File: config.mk
export PLATFORM = sky130hd
export DESIGN_NAME = jk_excitation_driver
export DESIGN_NICKNAME = d
export VERILOG_FILES = /design/src/rtl/jk_excitation_driver.sv
export SDC_FILE = /design/constraint.sdc
export NUM_CORES = 1
export LEC_CHECK = 0
export BUFFER_PORTS_ARGS = -buffer_cell sky130_fd_sc_hd__buf_2
export CAP_MARGIN = 20
export CORE_ASPECT_RATIO = 1.25
export CORE_MARGIN = 1.5
export CORE_UTILIZATION = 57
export CTS_CLUSTER_SIZE = 10
export DETAILED_ROUTE_END_ITERATION = 10
export PLACE_DENSITY_LB_ADDON = 0.2
export REMOVE_ABC_BUFFERS = 1
export SLEW_MARGIN = 20
export SYNTH_ARGS = -nofsm -noshare
export SYNTH_HDL_FRONTEND = slang
export SYNTH_SLANG_ARGS = --single-unit
File: constraint.sdc
create_clock -name clk -period 4.18 [get_ports clk]
set_clock_uncertainty 0.1 [all_clocks]
set_input_delay 0.209 -clock clk [delete_from_list [all_inputs] [get_ports clk]]
set_output_delay 0.209 -clock clk [all_outputs]
set_load 0.05 [all_outputs]
File: src/rtl/jk_excitation_driver.sv
// Drives a JK flip-flop toward a stream of target bits and checks each transition via q/q_bar feedback.
// Optional build macro JK_TOGGLE_EN: changing transitions use toggle excitation (J=K=1) instead of set/reset.
module jk_excitation_driver #(
    parameter int CNT_W    = 8,
    parameter int HOLD_CYC = 1
) (
    input  logic             clk,
    input  logic             rst_n,
    input  logic             tgt_valid,
    input  logic             tgt_bit,
    output logic             tgt_ready,
    input  logic             q_fb,
    input  logic             q_bar_fb,
    output logic             j,
    output logic             k,
    output logic             busy,
    output logic             mismatch,
    output logic             integrity_err,
    input  logic             cnt_clr,
    output logic [CNT_W-1:0] xfer_cnt,
    output logic [CNT_W-1:0] err_cnt
);

    typedef enum logic [1:0] {IDLE, DRIVE, WAIT, CHECK} state_t;

    localparam logic [3:0]       HOLD_LD = 4'(HOLD_CYC);
    localparam logic [CNT_W-1:0] CNT_MAX = '1;

    state_t     state;
    state_t     state_nxt;
    logic       tgt_r;
    logic       cur_r;
    logic [3:0] hold_cnt;

    always_ff @(posedge clk or negedge rst_n) begin
        if (!rst_n) begin
            state <= IDLE;
        end else begin
            state <= state_nxt;
        end
    end

    always_comb begin
        state_nxt = state;
        case (state)
            IDLE:    if (tgt_valid) state_nxt = DRIVE;
            DRIVE:   state_nxt = WAIT;
            WAIT:    if (hold_cnt <= 4'd1) state_nxt = CHECK;
            CHECK:   state_nxt = IDLE;
            default: state_nxt = IDLE;
        endcase
    end

    // Excitation is decoded from the captured target/current pair and only presented while in DRIVE.
    always_comb begin
        j = 1'b0;
        k = 1'b0;
        if (state == DRIVE) begin
`ifdef JK_TOGGLE_EN
            j = tgt_r ^ cur_r;
            k = tgt_r ^ cur_r;
`else
            j = tgt_r & ~cur_r;
            k = cur_r & ~tgt_r;
`endif
        end
    end

    assign tgt_ready = (state == IDLE);
    assign busy      = (state != IDLE);

    always_ff @(posedge clk or negedge rst_n) begin
        if (!rst_n) begin
            tgt_r    <= 1'b0;
            cur_r    <= 1'b0;
            hold_cnt <= 4'd0;
        end else begin
            if (state == IDLE && tgt_valid) begin
                tgt_r <= tgt_bit;
                cur_r <= q_fb;
            end
            if (state == DRIVE) begin
                hold_cnt <= HOLD_LD;
            end else if (state == WAIT && hold_cnt != 4'd0) begin
                hold_cnt <= hold_cnt - 4'd1;
            end
        end
    end

    // A clear on the same edge as a CHECK wins over the increment.
    always_ff @(posedge clk or negedge rst_n) begin
        if (!rst_n) begin
            mismatch      <= 1'b0;
            integrity_err <= 1'b0;
            xfer_cnt      <= '0;
            err_cnt       <= '0;
        end else begin
            mismatch <= (state == CHECK) && (q_fb != tgt_r);
            if (cnt_clr) begin
                integrity_err <= 1'b0;
                xfer_cnt      <= '0;
                err_cnt       <= '0;
            end else if (state == CHECK) begin
                xfer_cnt <= xfer_cnt + CNT_W'(1);
                if (q_fb != tgt_r && err_cnt != CNT_MAX) begin
                    err_cnt <= err_cnt + CNT_W'(1);
                end
                if (q_fb == q_bar_fb) begin
                    integrity_err <= 1'b1;
                end
            end
        end
    end

endmodule

Word-level counts from Yosys, hierarchy flattened
Cells that the tools add are included.
- reduce and logical (&&, ||, !) cells: 14
- divide/modulo/power cells: 0
- bitwise gates (word level): 4
- equality and inequality tests: 8
- multiplexer cells: 15
- add/sub/neg operators: 3
- multiply operators: 0
- magnitude comparators: 1
- shift operators: 0
- operator list (kind ; count):
    8-bit two-way mux ; 5
    8-bit by 1-bit adder with 8-bit output (second input constant) ; 2
    2-bit nonzero test ; 5
    4-bit two-way mux ; 2
    8-bit inequality test (second input constant) ; 1
    2-bit one-hot mux with 4 select lines ; 1
    2-bit AND reduction ; 3
    1-bit two-way mux ; 5
    2-bit equality test (second input constant) ; 2
    4-bit by 1-bit less-or-equal comparator with 1-bit output (second input constant) ; 1
    1-bit logical AND ; 4
    2-bit two-way mux ; 2
    2-bit inequality test (second input constant) ; 2
    4-bit nonzero test ; 1
    4-bit by 1-bit subtractor with 4-bit output (second input constant) ; 1
    1-bit AND ; 2
    2-bit by 1-bit equality test with 1-bit output (second input constant) ; 1
    2-bit zero test ; 1
    1-bit NOT ; 2
    1-bit equality test ; 1
    1-bit inequality test ; 1
- memories kept: 0
- latch bits: 0
- memory bits (read-only): 0
- output and inout port bits: 22
- word-level logic and storage cells: 53
- register bits: 26
- bits in writable memories: 0
- input bits: 7

Longest topological paths before layout
Gate-level depths: netlist (run 1).
- depth after elaboration: 5
- gate-level depth with buffers: 6
- gate-level depth less buffers: 6

Worst setup path before layout (run 1)
Ideal clock, no wire load.
- path kind: register to register
- start: register state[0]
- end: register state[1]
- slack: 2.062 ns
- required time: 3.955 ns
- library setup time: 0.125 ns
- clock period less this slack: 2.118 ns
- path buffers: 0
- cell stages (with the launch flop): 7
- data arrival time: 1.893 ns
- cell sequence: dfrtp_1 -> inv_1 -> ha_1 -> inv_1 -> nor2_1 -> a21oi_1 -> mux2_2
- word-level cells in the longest chain between the ends: 3
- elaborated cells between the ends (all ways): 8
- classes of those cells: eq/ne: 5; mux: 1; reduce/logical: 2
- RTL lines (what ; RTL line ; text):
    start, declared ; 29 ; state_t state;
    start signal, assigned ; 39 ; state <= state_nxt;
    2-bit zero test (*) ; - ;
    net tgt_ready ; 11 ; output logic tgt_ready,
    2-bit inequality test (no line) ; - ;
    2-bit AND reduction (no line) ; - ;
The timed path passes the listed nets; every way through them passes the cells marked *.
A chain may end at the register's enable or synchronous reset.

Worst setup path in the final report (run 1)
- start: register state[0]
- end: register err_cnt[7]
- word-level cells in the longest chain between the ends: 3
- RTL lines (what ; RTL line ; text):
    2-bit equality test ; 103 ; end else if (state == CHECK) begin
    2-bit nonzero test (no line) ; - ;
    2-bit AND reduction (no line) ; - ;
    end signal, assigned ; 106 ; err_cnt <= err_cnt + CNT_W'(1);
    end, declared ; 21 ; output logic [CNT_W-1:0] err_cnt
No other way between the ends.

==> flow_metrics.env, run 1 <==
export IMPL_cp_required_ps=4320
export IMPL_layout_commonest_cell="buf_2"
export IMPL_via_count=1060
export IMPL_ctsHtreeMaxLevel=1
export IMPL_drt_iter0_markers=10
export IMPL_critPathLaunchType="register"
export IMPL_tightest_slew_ps=579
export IMPL_fin_area_um2=1550
export IMPL_fin_crit_ps=2000
export IMPL_synthCells=133
export IMPL_ant_nets=0
export IMPL_clk_pin_slew_worst_paths_ps=140
export IMPL_power_frac_comb_pct=46.2
export IMPL_yosysSeqAreaShare_pct=48.1
export IMPL_hold_viol_final=0
export IMPL_grt_max_degree=27
export IMPL_cap_violations=0
export IMPL_cts_buffer_depth=2
export IMPL_numClockSinks=26
export IMPL_power_switching_mw=0.377
export IMPL_gp_congestion=0.780
export IMPL_rsz0062_at_grt="false"
export IMPL_synth_seq_cells=26
export IMPL_hpwlAfterDp_um=1860
export IMPL_min_from="tgt_bit"
export IMPL_fmax_mhz=500
export IMPL_synth_top_family_by_area="simple AND/OR/NAND/NOR gates"
export IMPL_critPathArrivalTime_ps=2140
export IMPL_ys_types=28
export IMPL_path_class="register to register"
export IMPL_port_buffer_count=28
export IMPL_r2r_setup_slack_ps=2180
export IMPL_initial_utilization_pct=61.1
export IMPL_synth_compound_area_share_pct=10.7
export IMPL_syn_mean_instance_area_um2=10.2
export IMPL_setup_viol=0
export IMPL_synth_warnings=0
export IMPL_track_usage_pct=21.7
export IMPL_die_w_um=46.6
export IMPL_postCtsSetupBuffers=0
export IMPL_diodes=0
export IMPL_final_cell_mix="buf_2 (28), dfrtp_1 (26), nor2_1 (16)"
export IMPL_min_delay_path_depth=2
export IMPL_intPower_mw=0.493
export IMPL_muxShareOfSynthArea_pct=3.98
export IMPL_drive_above_1_share_pct=24.1
export IMPL_endpoint_kind="register"
export IMPL_yosys_area_share_adder_pct=9.26
export IMPL_finalCritPeriodShare_pct=47.8
export IMPL_r2r_start="state[0]"
export IMPL_holdPathEnd="tgt_r"
export IMPL_setup_ws_ps=2180
export IMPL_syn_cell_area_um2=1350
export IMPL_place_ws_ps=2210
export IMPL_outcome="complete, no violations"
export IMPL_grt_pass1_wl_um=4260
export IMPL_antenna_found_initial=0
export IMPL_ir_worst_vdd_v=0.000579
export IMPL_hold_buffers=1
export IMPL_route_detailed_drc=0
export IMPL_grt_ovfl_total=0
export IMPL_insertion_delay_ps=310
export IMPL_postCtsResizedCells=0
export IMPL_synthXorXnorAreaFrac_pct=7.13
export IMPL_cts_tree="yes"
export IMPL_syn_to_final_growth_pct=14.9
export IMPL_whs_ps=26.2
export IMPL_rows=19
export IMPL_finalSetupTns_ps=0
export IMPL_switching_share_pct=43.3
export IMPL_slew_violations=0
export IMPL_layout_nets=180
export IMPL_wl_um=2480
export IMPL_wl_per_cell_um=12.8
export IMPL_rr_worst_depth=4
export IMPL_path_max_fanout=14
export IMPL_p_seq_share_pct=39.6
export IMPL_die_area_um2=2670
export IMPL_cts_buffers=3
export IMPL_synth_area_leaders="dfrtp_1 (48%), ha_1 (9.3%), nor2_1 (4.4%), a21oi_1 (4.1%), xnor2_1 (3.9%)"
export IMPL_synth_top_area_cell="dfrtp_1"
export IMPL_p_per_area_nw_per_um2=560
export IMPL_root_buffer="clkbuf_4"
export IMPL_clockPowerShare_pct=14.2
export IMPL_post_route_util_pct=70.2
export IMPL_grt_pass1_vias=1044
export IMPL_yosys_area_share_simple_pct=16.5
export IMPL_viasPerCell=5.49
export IMPL_drtPass1Iterations=4
export IMPL_synth_top_area_share_pct=48.1
export IMPL_placed_area_um2=1510
export IMPL_pin_count=29
export IMPL_timing_slew_headroom_pct=61.4
export IMPL_min_path_type="input pin to register"
export IMPL_r2r_end="err_cnt[7]"
export IMPL_p_leak_nw=0.758
export IMPL_core_um2=2210
export IMPL_die_h_um=57.4
[power groups by stage]
stage	Sequential, mW	Combinational [mW]	Clock (mW)
global route	0.353	0.438	0.140
floorplan	0.396	0.266	0
global placement	0.346	0.389	0
finish	0.345	0.402	0.124
detailed placement	0.349	0.404	0
CTS	0.344	0.406	0.128
[metrics by stage]
step	instances	power (mW)
2_1_floorplan	129	0.661
3_3_place_gp	188	0.734
3_5_place_dp	188	0.754
4_1_cts	193	0.878
5_1_grt	193	0.931
6_report	193	0.870
[synthesized netlist by cell type (all sizes together)]
cell and n:
nand2b 1, a211oi 2, o31ai 3, buf 2
mux2i 2, nand4 3, nand3 6, or4 3
and2 1, nor3 1, nor2 16, and3b 1
nand3b 1, o211ai 1, ha 10, o21ai 6
dfrtp 26, xnor2 6, a21oi 11, o32a 1
nand2 6, inv 9, clkbuf 2, xor2 5
mux2 3, or3 5
[worst max-delay path by stage]
stage              from    endpoint  depth (start not counted)
2_1_floorplan  state[0]    state[1]                          6
3_3_place_gp   state[0]  err_cnt[5]                          4
3_5_place_dp   state[0]  err_cnt[7]                          4
4_1_cts        state[0]  err_cnt[7]                          4
5_1_grt        state[1]  err_cnt[7]                          4
6_report       state[0]  err_cnt[7]                          4
[cell type report]
cell class / instances / area, um^2
Fill cell: 181 / 658
Tap cell: 31 / 38.8
Inverter: 9 / 33.8
Multi-Input combinational cell: 94 / 643
Timing Repair Buffer: 29 / 150
Sequential cell: 26 / 651
Clock buffer: 4 / 36.3
[critical path, stage by stage (launching register included)]
cell and delay (ps):
dfrtp_1 420, ha_1 380, o211ai_2 320, or4_1 540
a21oi_1 170
[state kept, by name (all words and copies together), names as in the netlist]
name           count
xfer_cnt           8
tgt_r              1
err_cnt            8
cur_r              1
integrity_err      1
state              2
mismatch           1
hold_cnt           4
[per-layer routing]
metal / track usage [%] / part of all wire [%]
met1: 24.8 / 41
met3: 3.16 / 2.9
met2: 38.9 / 55
met4: 8.16 / 0.85
met5: 0 / 0
[cell families (layout without fill, tap and decap cells)]
family	count (synthesis)	in the layout
DFF	26	26
adders and majority gates	10	10
muxes	5	5
xor gates and xnor gates	11	11
AOI/OAI and AO/OA	24	24
buffers and inverters	13	42
and+or+nand+nor	44	44
Note: power is estimated with default switching activity, not from simulation.
==> run 2: changes to the inputs <==
--- a/config.mk
+++ b/config.mk
@@ -5,11 +5,12 @@
 export SDC_FILE = /design/constraint.sdc
 export NUM_CORES = 1
 export LEC_CHECK = 0
+export ABC_AREA = 1
 export BUFFER_PORTS_ARGS = -buffer_cell sky130_fd_sc_hd__buf_2
 export CAP_MARGIN = 20
 export CORE_ASPECT_RATIO = 1.25
 export CORE_MARGIN = 1.5
-export CORE_UTILIZATION = 57
+export CORE_UTILIZATION = 49
 export CTS_CLUSTER_SIZE = 10
 export DETAILED_ROUTE_END_ITERATION = 10
 export PLACE_DENSITY_LB_ADDON = 0.2
==> constraint.sdc (replaced) <==
create_clock -name clk -period 1.8 [get_ports clk]
set_clock_uncertainty 0.1 [all_clocks]
set_input_delay 0.09 -clock clk [delete_from_list [all_inputs] [get_ports clk]]
set_output_delay 0.09 -clock clk [all_outputs]
set_load 0.05 [all_outputs]
==> run 2 against run 1 <==
  * Die area grew 31%
  * First-iteration DRC count grew to 2.5 times the previous value
  * Clock power grew 140%
  * Non-clock buffer count is 7 higher
  * Sequential power increased by 130%
  * Sequential share of layout area down 6.5 points
  * Count of clock-buffer cells in the layout unchanged
  * Worst hold slack better by 150 ps
  * Flip-flop and latch count did not move
  * Power up 140%
  * Critical path depth up 1
  * Cell count grew 42%
  * Critical endpoint is now k
  * Largest cell class is now multi-input combinational cells
==> flow_metrics.env, run 2 <==
export IMPL_timing_slew_headroom_pct=61.4
export IMPL_pin_count=29
export IMPL_wl_per_cell_um=11.1
export IMPL_synth_edf_count=0
export IMPL_initial_utilization_pct=52.2
export IMPL_drive_above_1_share_pct=22.7
export IMPL_synthArstFlopShare_pct=100
export IMPL_layout_nets=256
export IMPL_clk_pin_slew_worst_paths_ps=140
export IMPL_synth_area_leaders="dfrtp_1 (42%), nand2_1 (14%), ha_1 (8.1%), inv_1 (6.0%), nand3_1 (5.2%)"
export IMPL_yosysSeqAreaShare_pct=41.9
export IMPL_syn_cell_area_um2=1550
export IMPL_setup_viol=0
export IMPL_min_path_type="input pin to asynchronous set/reset pin"
export IMPL_hpwlAfterDp_um=2240
export IMPL_die_h_um=65.9
export IMPL_path_max_fanout=6
export IMPL_path_class="register to primary output"
export IMPL_fmax_mhz=584
export IMPL_final_cell_mix="nand2_1 (55), dfrtp_1 (26), buf_2 (26)"
export IMPL_core_um2=2970
export IMPL_synth_top_area_share_pct=41.9
export IMPL_crit_start="state[1]"
export IMPL_die_area_um2=3510
export IMPL_grt_pass1_vias=1215
export IMPL_p_per_area_nw_per_um2=1160
export IMPL_ys_types=28
export IMPL_multi_input_area_um2=776
export IMPL_antenna_found_initial=0
export IMPL_outcome="complete, no violations"
export IMPL_via_count=1339
export IMPL_viasPerCell=4.89
export IMPL_cts_buffer_depth=2
export IMPL_port_buffer_count=28
export IMPL_whs_ps=178
export IMPL_endpoint_kind="primary output"
export IMPL_syn_to_final_growth_pct=18.5
export IMPL_synth_warnings=0
export IMPL_syn_mean_instance_area_um2=7.72
export IMPL_drtPass1Iterations=4
export IMPL_synth_top_area_cell="dfrtp_1"
export IMPL_track_usage_pct=19.5
export IMPL_r2r_end="cur_r"
export IMPL_drt_iter0_markers=25
export IMPL_ctsHtreeMaxLevel=1
export IMPL_critPathSlowestCell="dfrtp_1"
export IMPL_grt_ovfl_total=0
export IMPL_numClockSinks=26
export IMPL_grt_max_degree=27
export IMPL_die_w_um=53.3
export IMPL_gp_congestion=0.817
export IMPL_layout_commonest_cell="nand2_1"
export IMPL_p_total_mw=2.13
export IMPL_wl_um=3040
export IMPL_finalCritPeriodShare_pct=95.1
export IMPL_fin_crit_ps=1710
export IMPL_root_buffer="clkbuf_4"
export IMPL_yosysMostFrequentCell="nand2_1"
export IMPL_critPathLaunchType="register"
export IMPL_ys_flop_type="dfrtp_1"
export IMPL_cap_violations=0
export IMPL_cts_buffers=3
export IMPL_synthCells=201
export IMPL_slew_violations=0
export IMPL_r2r_setup_slack_ps=120
export IMPL_route_detailed_drc=0
export IMPL_cp_required_ps=1610
export IMPL_fillers=302
export IMPL_r2r_start="state[0]"
export IMPL_diodes=0
export IMPL_ir_worst_vdd_v=0.000846
export IMPL_critPathArrivalTime_ps=1520
export IMPL_synth_seq_cells=26
export IMPL_cp_cell_sequence="inv_2 -> ha_2 -> nand2_1 -> nor2_1 -> clkbuf_4"
export IMPL_ant_nets=0
export IMPL_p_leak_nw=0.966
export IMPL_hold_viol_final=0
export IMPL_rows=22
export IMPL_top_regs="err_cnt (8), xfer_cnt (8), hold_cnt (4)"
export IMPL_crit_path_end="k"
export IMPL_insertion_delay_ps=320
export IMPL_tightest_slew_ps=580
export IMPL_cts_tree="yes"
export IMPL_rr_worst_depth=6
export IMPL_cpPeakStageDelay_ps=450
export IMPL_yosys_top_cells_count="nand2_1 (56), dfrtp_1 (26), inv_1 (25), nor2_1 (20), nand3_1 (16)"
export IMPL_grt_pass1_wl_um=5160
export IMPL_ff_latch_area_um2=651
## run 2: cell count changes in the layout (fill, tap and decap cells not counted), moves of 6 or more
cell and change:
a21oi_1 -6, o21ai_1 +8, nand3_1 +10, dlygate4sd3_1 +6, inv_1 +14, nand2_1 +49
## run 2: area by class of cell
| cell class | instances | area share (%) |
|---|---|---|
| timing repair buffer | 36 | 12.1 |
| inverter | 29 | 5.92 |
| clock buffer | 4 | 1.97 |
| sequential | 26 | 35.4 |
| multi-input combinational | 143 | 42.2 |
| tap | 36 | 2.45 |
## run 2: worst min-delay path by stage
| stage | from | to | depth (start not counted) |
|---|---|---|---|
| 2_1_floorplan | rst_n | cur_r | 0 |
| 3_3_place_gp | rst_n | err_cnt[4] | 1 |
| 3_5_place_dp | rst_n | err_cnt[4] | 1 |
| 4_1_cts | rst_n | integrity_err | 2 |
| 5_1_grt | rst_n | err_cnt[2] | 2 |
| 6_report | rst_n | integrity_err | 2 |
## run 2: routing by layer
layer  vias up  wire (um)  GRT usage (%)  part of all wire [%]
met5         -          0              0                     0
met4         0         36           7.69                   1.2
met3         4         87           2.04                   2.9
met2        26       1490           32.4                    49
met1       603       1420           25.5                    47
li1        706          -              -                     -
## run 2: stage by stage
stage	util (%)	worst slack, ps	std cells	area [um^2]	setup TNS (ps)
floorplan	-	-171	198	1530	-342
global placement	57.6	246	262	1710	0
detailed placement	57.6	234	262	1710	0
CTS	61.2	17.7	273	1820	0
global route	61.9	-31.2	274	1840	-31.2
finish	61.9	88.4	274	1840	0
## run 2: power breakdown
group          switching [mW]  total [mW]  internal [mW]
Combinational           0.693        1.03          0.337
Sequential              0.106       0.800          0.694
Clock                   0.177       0.301          0.124
## run 2: cells by family after synthesis
| family | share of synthesized area [%] |
|---|---|
| flip-flops | 41.9 |
| multiplexers | 0.726 |
| AO/OA/AOI/OAI | 7.18 |
| buffers and inverters | 8.55 |
| adder cells (fa/ha/maj) | 8.06 |
| AND/OR/NAND/NOR | 32.4 |
| XOR/XNOR | 1.13 |
## run 2: repair_timing
item	4_1_cts	5_1_grt
hold buffers	7	0
setup endpoints to repair	0	3
buffers inserted	0	1
resized for setup	0	7
endpoints found under the hold margin	33	0
## run 2: worst max-delay path: cells and delay by family (launching register included)
family	cells	cell delay, ps
simple gates	2	170
buf+inv	2	340
fa+ha+maj	1	230
flops	1	450
